### config.mk
export PLATFORM = sky130hd
export DESIGN_NAME = ysyx_22040237_pc_gen
export DESIGN_NICKNAME = d
export VERILOG_FILES = /design/src/rtl/ysyx_22040237_pc_gen_pkg.sv /design/src/rtl/ysyx_22040237_pc_trace_buf.sv /design/src/rtl/ysyx_22040237_pc_gen.sv
export SDC_FILE = /design/constraint.sdc
export NUM_CORES = 1
export LEC_CHECK = 0
export CAP_MARGIN = 40
export CORE_MARGIN = 3
export CORE_UTILIZATION = 48
export CTS_BUF_LIST = sky130_fd_sc_hd__clkbuf_2 sky130_fd_sc_hd__clkbuf_4 sky130_fd_sc_hd__clkbuf_8
export DETAILED_ROUTE_END_ITERATION = 7
export PLACE_DENSITY = 0.81
export SLEW_MARGIN = 15
export SYNTH_ARGS = -nofsm -noshare
export SYNTH_HDL_FRONTEND = slang
export SYNTH_HIERARCHICAL = 1
export SYNTH_SLANG_ARGS = --single-unit
### constraint.sdc
create_clock -name clk -period 2.85 [get_ports clk]
set_input_delay 0.7125 -clock clk [delete_from_list [all_inputs] [get_ports clk]]
set_output_delay 0.7125 -clock clk [all_outputs]
set_load 0.03 [all_outputs]
### src/rtl/ysyx_22040237_pc_gen_pkg.sv
// +--------------------------------------------------------------------------+
// | ysyx_22040237_pc_gen_pkg                                                 |
// | Shared widths, reset PC, PC state encodings and helpers for pc_gen.      |
// | Rev 1.0                                                                  |
// +--------------------------------------------------------------------------+
`default_nettype none

package ysyx_22040237_pc_gen_pkg;

  localparam int          REG_WIDTH        = 64;
  localparam logic [63:0] RESET_PC_DEFAULT = 64'h8000_0000;
  localparam logic [63:0] PC_INC           = 64'd4;

  typedef enum logic [1:0] {
    PC_STATE_BOOT  = 2'd0,
    PC_STATE_FETCH = 2'd1,
    PC_STATE_EXEC  = 2'd2,
    PC_STATE_HALT  = 2'd3
  } pc_state_e;

  typedef struct packed {
    logic [REG_WIDTH-1:0] src;
    logic [REG_WIDTH-1:0] dst;
  } trace_entry_t;

  // Counter increment that sticks at all-ones instead of wrapping.
  function automatic logic [REG_WIDTH-1:0] sat_inc(input logic [REG_WIDTH-1:0] v);
    return (&v) ? v : v + {{(REG_WIDTH-1){1'b0}}, 1'b1};
  endfunction

endpackage

`default_nettype wire

### src/rtl/ysyx_22040237_pc_trace_buf.sv
// +--------------------------------------------------------------------------+
// | ysyx_22040237_pc_trace_buf                                               |
// | Redirect trace ring buffer; index 0 reads the newest entry.              |
// | Rev 1.0                                                                  |
// +--------------------------------------------------------------------------+
`default_nettype none

module ysyx_22040237_pc_trace_buf
  import ysyx_22040237_pc_gen_pkg::*;
#(
  parameter int DEPTH = 8,
  parameter int IDX_W = $clog2(DEPTH)
) (
  input  logic             clk,
  input  logic             rst,
  input  logic             wr_en_i,
  input  logic [63:0]      src_i,
  input  logic [63:0]      dst_i,
  input  logic [IDX_W-1:0] idx_i,
  output logic [63:0]      src_o,
  output logic [63:0]      dst_o
);

  trace_entry_t     mem_q [DEPTH];
  trace_entry_t     mem_d [DEPTH];
  logic [IDX_W-1:0] wr_ptr_q;
  logic [IDX_W-1:0] wr_ptr_d;
  logic [IDX_W-1:0] rd_ptr;

  always_comb begin
    mem_d    = mem_q;
    wr_ptr_d = wr_ptr_q;
    if (wr_en_i) begin
      mem_d[wr_ptr_d] = '{src: src_i, dst: dst_i};
      wr_ptr_d        = wr_ptr_q + IDX_W'(1);
    end
  end

  always_ff @(posedge clk) begin
    if (!rst) begin
      wr_ptr_q <= '0;
      for (int i = 0; i < DEPTH; i++) begin
        mem_q[i] <= '0;
      end
    end else begin
      wr_ptr_q <= wr_ptr_d;
      mem_q    <= mem_d;
    end
  end

  // Write pointer points one past the newest entry.
  assign rd_ptr = wr_ptr_q - IDX_W'(1) - idx_i;
  assign src_o  = mem_q[rd_ptr].src;
  assign dst_o  = mem_q[rd_ptr].dst;

endmodule

`default_nettype wire

### src/rtl/ysyx_22040237_pc_gen.sv
// +--------------------------------------------------------------------------+
// | ysyx_22040237_pc_gen                                                     |
// | Program-counter generator feeding the IFU via valid/ready handshake.     |
// | Optional redirect trace enabled by YSYX_22040237_PC_TRACE_EN.            |
// | Rev 1.0                                                                  |
// +--------------------------------------------------------------------------+
`default_nettype none

module ysyx_22040237_pc_gen
  import ysyx_22040237_pc_gen_pkg::*;
#(
  parameter logic [63:0] RESET_PC    = 64'h8000_0000,
  parameter int          TRACE_DEPTH = 8
) (
  input  logic                           clk,
  input  logic                           rst,
`ifdef YSYX_22040237_PC_TRACE_EN
  input  logic [$clog2(TRACE_DEPTH)-1:0] trace_idx_i,
  output logic [63:0]                    trace_src_o,
  output logic [63:0]                    trace_dst_o,
`endif
  output logic [63:0]                    pc_o,
  output logic                           pc_valid_o,
  input  logic                           pc_ready_i,
  input  logic                           commit_i,
  input  logic                           br_taken_i,
  input  logic [63:0]                    br_target_i,
  input  logic                           trap_i,
  input  logic [63:0]                    trap_vec_i,
  input  logic                           halt_i,
  output logic                           halt_o,
  output logic                           misalign_o,
  output logic [63:0]                    fetch_cnt_o
);

  if ((TRACE_DEPTH < 2) || ((TRACE_DEPTH & (TRACE_DEPTH - 1)) != 0)) begin : g_depth_check
    $error("TRACE_DEPTH must be a power of two, at least 2");
  end

  pc_state_e   state_q, state_d;
  logic [63:0] pc_q, pc_d;
  logic [63:0] cnt_q, cnt_d;
  logic        misalign_q, misalign_d;
  logic        redirect;

  // Redirect inputs only matter on a commit in EXEC; halt wins over everything.
  always_comb begin
    state_d    = state_q;
    pc_d       = pc_q;
    cnt_d      = cnt_q;
    misalign_d = 1'b0;
    redirect   = 1'b0;
    case (state_q)
      PC_STATE_BOOT: begin
        state_d = PC_STATE_FETCH;
      end
      PC_STATE_FETCH: begin
        if (pc_ready_i) begin
          state_d = PC_STATE_EXEC;
          cnt_d   = sat_inc(cnt_q);
        end
      end
      PC_STATE_EXEC: begin
        if (commit_i) begin
          if (halt_i) begin
            state_d = PC_STATE_HALT;
          end else begin
            state_d = PC_STATE_FETCH;
            if (trap_i) begin
              redirect = 1'b1;
              pc_d     = trap_vec_i;
            end else if (br_taken_i) begin
              redirect = 1'b1;
              if (br_target_i[1]) begin
                pc_d       = trap_vec_i;
                misalign_d = 1'b1;
              end else begin
                pc_d = br_target_i & ~64'd1;
              end
            end else begin
              pc_d = pc_q + PC_INC;
            end
          end
        end
      end
      default: begin
        state_d = PC_STATE_HALT;
      end
    endcase
  end

  always_ff @(posedge clk) begin
    if (!rst) begin
      state_q    <= PC_STATE_BOOT;
      pc_q       <= RESET_PC;
      cnt_q      <= '0;
      misalign_q <= 1'b0;
    end else begin
      state_q    <= state_d;
      pc_q       <= pc_d;
      cnt_q      <= cnt_d;
      misalign_q <= misalign_d;
    end
  end

  assign pc_o        = pc_q;
  assign pc_valid_o  = (state_q == PC_STATE_FETCH);
  assign halt_o      = (state_q == PC_STATE_HALT);
  assign misalign_o  = misalign_q;
  assign fetch_cnt_o = cnt_q;

`ifdef YSYX_22040237_PC_TRACE_EN
  ysyx_22040237_pc_trace_buf #(
    .DEPTH (TRACE_DEPTH)
  ) u_trace_buf (
    .clk     (clk),
    .rst     (rst),
    .wr_en_i (redirect),
    .src_i   (pc_q),
    .dst_i   (pc_d),
    .idx_i   (trace_idx_i),
    .src_o   (trace_src_o),
    .dst_o   (trace_dst_o)
  );
`else
  logic unused_redirect;
  assign unused_redirect = redirect;
`endif

endmodule

`default_nettype wire

==> flow_summary.toml, run 1 <==
[synth]
synth.cell_area_sq_um = 8175
yosysWarnings = 6
netlist.area_leader.share_pct = 32.08
ys_seq_elements = 131
synth_nets = 1220
postSynthCellCount = 1083
synth_largest_area_cell = "dfxtp_1"
ys.flop_type = "dfxtp_1"
synth_edf_count = 0
syn_avg_cell_area_sq_um = 7.549
yosys.cell_types.count = 68
synth-async-reset-ratio_pct = 0
synth_area_leaders = "dfxtp_1 (32%), nor2_1 (5.0%), nand2_1 (4.6%), a21oi_1 (4.4%), o21ai_0 (4.2%)"
ys_seq_area_share_pct = 32.08

[drt]
drc = 0
first_iter_violations = 1102
drt_pass1_iterations = 6
num_vias = 9935
wire_per_inst_um = 18.96
ant_nets = 0
avgViaCountPerCell = 6.225
totalWireLength_um = 30270

[sta]
drv_slew = 0
worst_slack_ns = 0.1311
setup_viol = 0
clock.fmax_mhz = 367.8
fin_crit_sh_pct = 95.40
rsz0062_at_grt = "true"
period_minus_slack_ns = 2.719
slew_headroom_pct = 39.09
hold_slack_ns = 0.4614
skew_ns = 0.01366
tightest_slew_ns = 0.9103
fin_tns_setup_ns = 0
hold_viol = 0

[final_layout]
seqCellArea_sq_um = 2623
diodes = 0
postLayoutCellArea_sq_um = 11820
nets = 1501
layout-drive-gt1-share_pct = 8.794
areaGrowthSynthToFinish_pct = 44.54
final_cells = 1596
multi_input_area_sq_um = 5226
fillerInstances = 1378

[grt]
grt_use_total_pct = 31.45
grt_use_met1_pct = 41.07
grt_busiest_layer = "met2"
grt_start_max_net_pins = 38
use_met2_pct = 51.18
antenna_found_initial = 0
grt_pass1_vias = 9236
grt_pass1_wl_um = 47210
met3_usage_pct = 6.728
grt_overflow = 0

[placed_design]
place_area_sq_um = 11440
dpl_worst_slack_ns = 0.1188
placedCellCount = 1565
gp_congestion = 0.9863
port_buffers = 264
dp_hpwl_um = 22860

[critical_path]
critPathLaunchType = "flip-flop"
worstSetupPathType = "reg -> reg"
crit_required_ns = 3.18
endpoint_kind = "flip-flop"
critPathArrivalTime_ns = 3.05
critPathMaxFanout = 7

[clock_tree]
max-clock-path-buffers = 2
clkTransAtPathRegs_ns = 0.08
ctsHtreeMaxLevel = 4
cts_buffers = 17
cts_tree = "yes"
cts_root_buf = "clkbuf_8"
cts_sinks = 131
clock_latency_ns = 0.46

[floorplan]
initial_core_util_pct = 49.12
fp.dieH_um = 136.5
core_sq_um = 16640
io_pins = 266
die-width_um = 136.5
dieArea_sq_um = 18630
num_rows = 47

[pwr]
p_leak_nw = 3.850
ir_drop_mv = 0.2834
power_density_nw_per_um2 = 337.8

[min_path]
hold_path_class = "reg -> reg"

[job]
maxCapViolCount = 0

[status]
status = "finished, final reports clean"
==> worst max-delay path: stages, from the launching register on <==
cell       delay, ns
dfxtp_1         0.44
nand4_1         0.30
nor4_1          0.62
nand4_1         0.31
a2111oi_0       0.66
xnor2_1         0.19
nor2_1          0.07
==> logic make-up (layout without fill, tap and decap cells) <==
logic type      after synthesis  after routing  synth area share, %
xor+xnor                     43             43                4.607
compound gates              341            341                28.21
fa+ha+maj                     2              2               0.3060
mux                          10             10                1.240
flops                       131            131                32.08
buf+inv                      93            386                4.362
simple gates                463            463                29.20
==> worst paths after layout <==
kind | cells after the start | start | to | slack [ns]
worst max-delay path | 6 | fetch_cnt_o[4] | fetch_cnt_o[39] | 0.13
worst min-delay path | 2 | pc_o[0] | pc_o[0] | 0.46
worst max register to register | 6 | fetch_cnt_o[4] | fetch_cnt_o[39] | 0.13
worst min register to register | 2 | pc_o[0] | pc_o[0] | 0.46
==> stage by stage <==
stage	util, %	total power, mW
4_1_cts	70.99	3.997
2_1_floorplan	-	2.156
3_5_place_dp	68.72	2.491
6_report	71.00	3.992
3_3_place_gp	68.72	2.483
5_1_grt	71.00	4.119
==> cells in the mapped netlist (21+ instances only) <==
cell type  number
a21oi_1        72
a22o_1         27
a22oi_1        41
and3_1         23
clkbuf_1       64
dfxtp_1       131
inv_1          21
nand2_1       101
nand3_1        52
nand4_1        45
nor2_1        108
nor3_1         37
nor4_1         27
o21ai_0        68
xnor2_1        36
==> area by class of cell <==
| type | count | area share (%) |
|---|---|---|
| Inverter | 22 | 0.6989 |
| Timing Repair Buffer | 333 | 27.34 |
| Clock inverter | 11 | 0.8789 |
| Sequential cell | 131 | 22.19 |
| Tap cell | 220 | 2.330 |
| Multi-Input combinational cell | 859 | 44.23 |
| Clock buffer | 20 | 2.330 |
==> flip-flops by register name (all words and copies together) (netlist names) <==
signal and count:
misalign_o 1, state_q 2, pc_o 64, fetch_cnt_o 64
==> repair_timing <==
| item | in CTS | in global routing |
|---|---|---|
| endpoints found under the setup margin | 0 | 11 |
| buffers inserted | 0 | 0 |
| hold buffers | 0 | 0 |
| resized for setup | 0 | 2 |
==> power breakdown <==
part	leakage, nW	switching (mW)	internal, mW	total (mW)
combinational	2.60	0.275	0.312	0.586
clock	0.191	0.779	0.756	1.53
sequential	1.06	0.0262	1.85	1.87
==> layer usage <==
metal	routed length, um	up-vias
met4	980	0
met2	14070	522
met1	12270	4635
li1	-	4693
met3	2945	85
met5	0	-
==> cells in the final DEF (no fill, tap or decap), types with 8 or more instances in the layout <==
cell,n
o21ai_0,67
o21a_1,11
and2_1,8
and3_1,22
nor2_1,107
or3_1,11
a31oi_1,13
dfxtp_1,131
clkbuf_8,20
clkdlybuf4s50_1,263
nand2_1,100
nor3_1,37
and4_1,13
inv_1,21
mux2i_1,9
a22oi_1,41
o31ai_1,20
a21oi_1,72
nand4_1,45
xnor2_1,36
buf_4,63
or4_1,10
a22o_1,27
nor4_1,27
nand3_1,52
a211oi_1,16
Note: power is estimated with default switching activity, not from simulation.
==> run 2: changes to the inputs <==
Settings changed: SKIP_CTS_REPAIR_TIMING set to 1.
==> results of run 2 <==
Same layout as run 1: the final DEF is identical, and so are final timing and power.
==> run 3: changes to the inputs <==
Settings changed: CORE_UTILIZATION 48 to 40, CTS_CLUSTER_SIZE set to 24, PLACE_DENSITY 0.81 to 0.69.
==> flow_summary.toml, run 3 (synthesis results as in run 1) <==
[floorplan]
num_rows = 51
initial_core_util_pct = 41.33
io_pins = 266
die-width_um = 149.0
fp.dieH_um = 149.0
core_sq_um = 19780
dieArea_sq_um = 22190

[sta]
skew_ns = 0.01451
slew_headroom_pct = 44.89
drv_slew = 0
hold_viol = 0
fin_tns_setup_ns = 0
period_minus_slack_ns = 2.684
fin_crit_sh_pct = 94.17
rsz0062_at_grt = "false"
setup_viol = 0
clock.fmax_mhz = 372.6
tightest_slew_ns = 0.8237

[final_layout]
final_cells = 1654
layout-drive-gt1-share_pct = 9.719
layout_common_cells = "clkdlybuf4s50_1 (263), dfxtp_1 (131), nor2_1 (107)"
seqCellArea_sq_um = 2623
final_common_cell = "clkdlybuf4s50_1"
diodes = 0
multi_input_area_sq_um = 5229
nets = 1513
fillerInstances = 1831
areaGrowthSynthToFinish_pct = 46.34

[job]
maxCapViolCount = 0

[critical_path]
endpoint_kind = "flip-flop"
r2r_cells = 5
crit_required_ns = 3.19
critPathMaxFanout = 8
r2r-end = "pc_o[33]"
critPathLaunchType = "flip-flop"
r2r_setup_slack_ns = 0.17
critPathArrivalTime_ns = 3.03
worstSetupPathType = "reg -> reg"
r2r_start = "pc_o[10]"

[grt]
grt_start_max_net_pins = 43
grt_use_total_pct = 27.72
grt_pass1_wl_um = 49970
grt_overflow = 0
grt_pass1_vias = 9170
antenna_found_initial = 0

[drt]
wire_per_inst_um = 19.16
ant_nets = 0
num_vias = 9879
avgViaCountPerCell = 5.973
drt_pass1_iterations = 7
first_iter_violations = 839
drc = 0
totalWireLength_um = 31680

[min_path]
hold_path_depth = 2
hold_path_class = "reg -> reg"
hp-start = "pc_o[0]"
min_to = "pc_o[0]"

[status]
status = "finished, final reports clean"

[clock_tree]
cts_buffers = 17
cts_tree = "yes"
cts_sinks = 131
cts_root_buf = "clkbuf_8"
max-clock-path-buffers = 2
clock_latency_ns = 0.45
ctsHtreeMaxLevel = 4
clkTransAtPathRegs_ns = 0.08

[pwr]
p_leak_nw = 3.902
power_density_nw_per_um2 = 347.3
ir_drop_mv = 0.2844

[placed_design]
gp_congestion = 0.9503
port_buffers = 264
placedCellCount = 1622
dp_hpwl_um = 23980
-- run 3: per-layer routing --
metal / GRT usage, % / vias to the layer above / routed length [um]
li1: - / 4723 / -
met1: 38.41 / 4606 / 13870
met2: 43.70 / 499 / 14390
met3: 6.168 / 51 / 2830
met4: 7.551 / 0 / 597
met5: 0 / - / 0
-- run 3: worst max path at each step --
stage                 endpoint        from  cells past startpoint
3_3_place_gp   fetch_cnt_o[43]  pc_ready_i                      8
2_1_floorplan         pc_o[33]     pc_o[8]                      7
6_report              pc_o[33]    pc_o[10]                      5
3_5_place_dp          pc_o[55]      trap_i                      8
5_1_grt               pc_o[33]    pc_o[10]                      5
4_1_cts               pc_o[33]    pc_o[10]                      5
-- run 3: metrics by stage --
stage               hold WS [ns]  power (mW)  instance area (sq um)  setup slack (ns)  utilization [%]
global placement          0.4407       2.497                  11540           0.07122            58.36
global route              0.5054       4.293                  11960           0.04819            60.48
CTS                       0.4717       4.176                  11960            0.1800            60.46
floorplan                 0.4988       2.156                   8175            0.1450                -
finish                    0.4731       4.155                  11960            0.1661            60.48
detailed placement        0.4626       2.501                  11540            0.1044            58.36
-- run 3: report_power, final --
part | total (mW) | switching, mW | internal, mW
clock network | 1.69 | 0.822 | 0.871
registers | 1.87 | 0.0260 | 1.84
logic | 0.592 | 0.278 | 0.313
total | 4.15 | 1.13 | 3.03
-- run 3: cell type report --
class | instances | share of cell area (%)
clock inverters | 15 | 1.516
multi-input cells | 859 | 43.70
clock buffers | 17 | 1.956
repair buffers | 345 | 27.44
well taps | 265 | 2.771
flip-flops and latches | 131 | 21.92
inverters | 22 | 0.6902
-- run 3: critical path, stage by stage, from the launching register on --
cell and delay [ns]:
dfxtp_1 0.44, nand4_2 0.22, or4_4 0.56, or4_1 0.73
or3_1 0.38, a32o_1 0.26
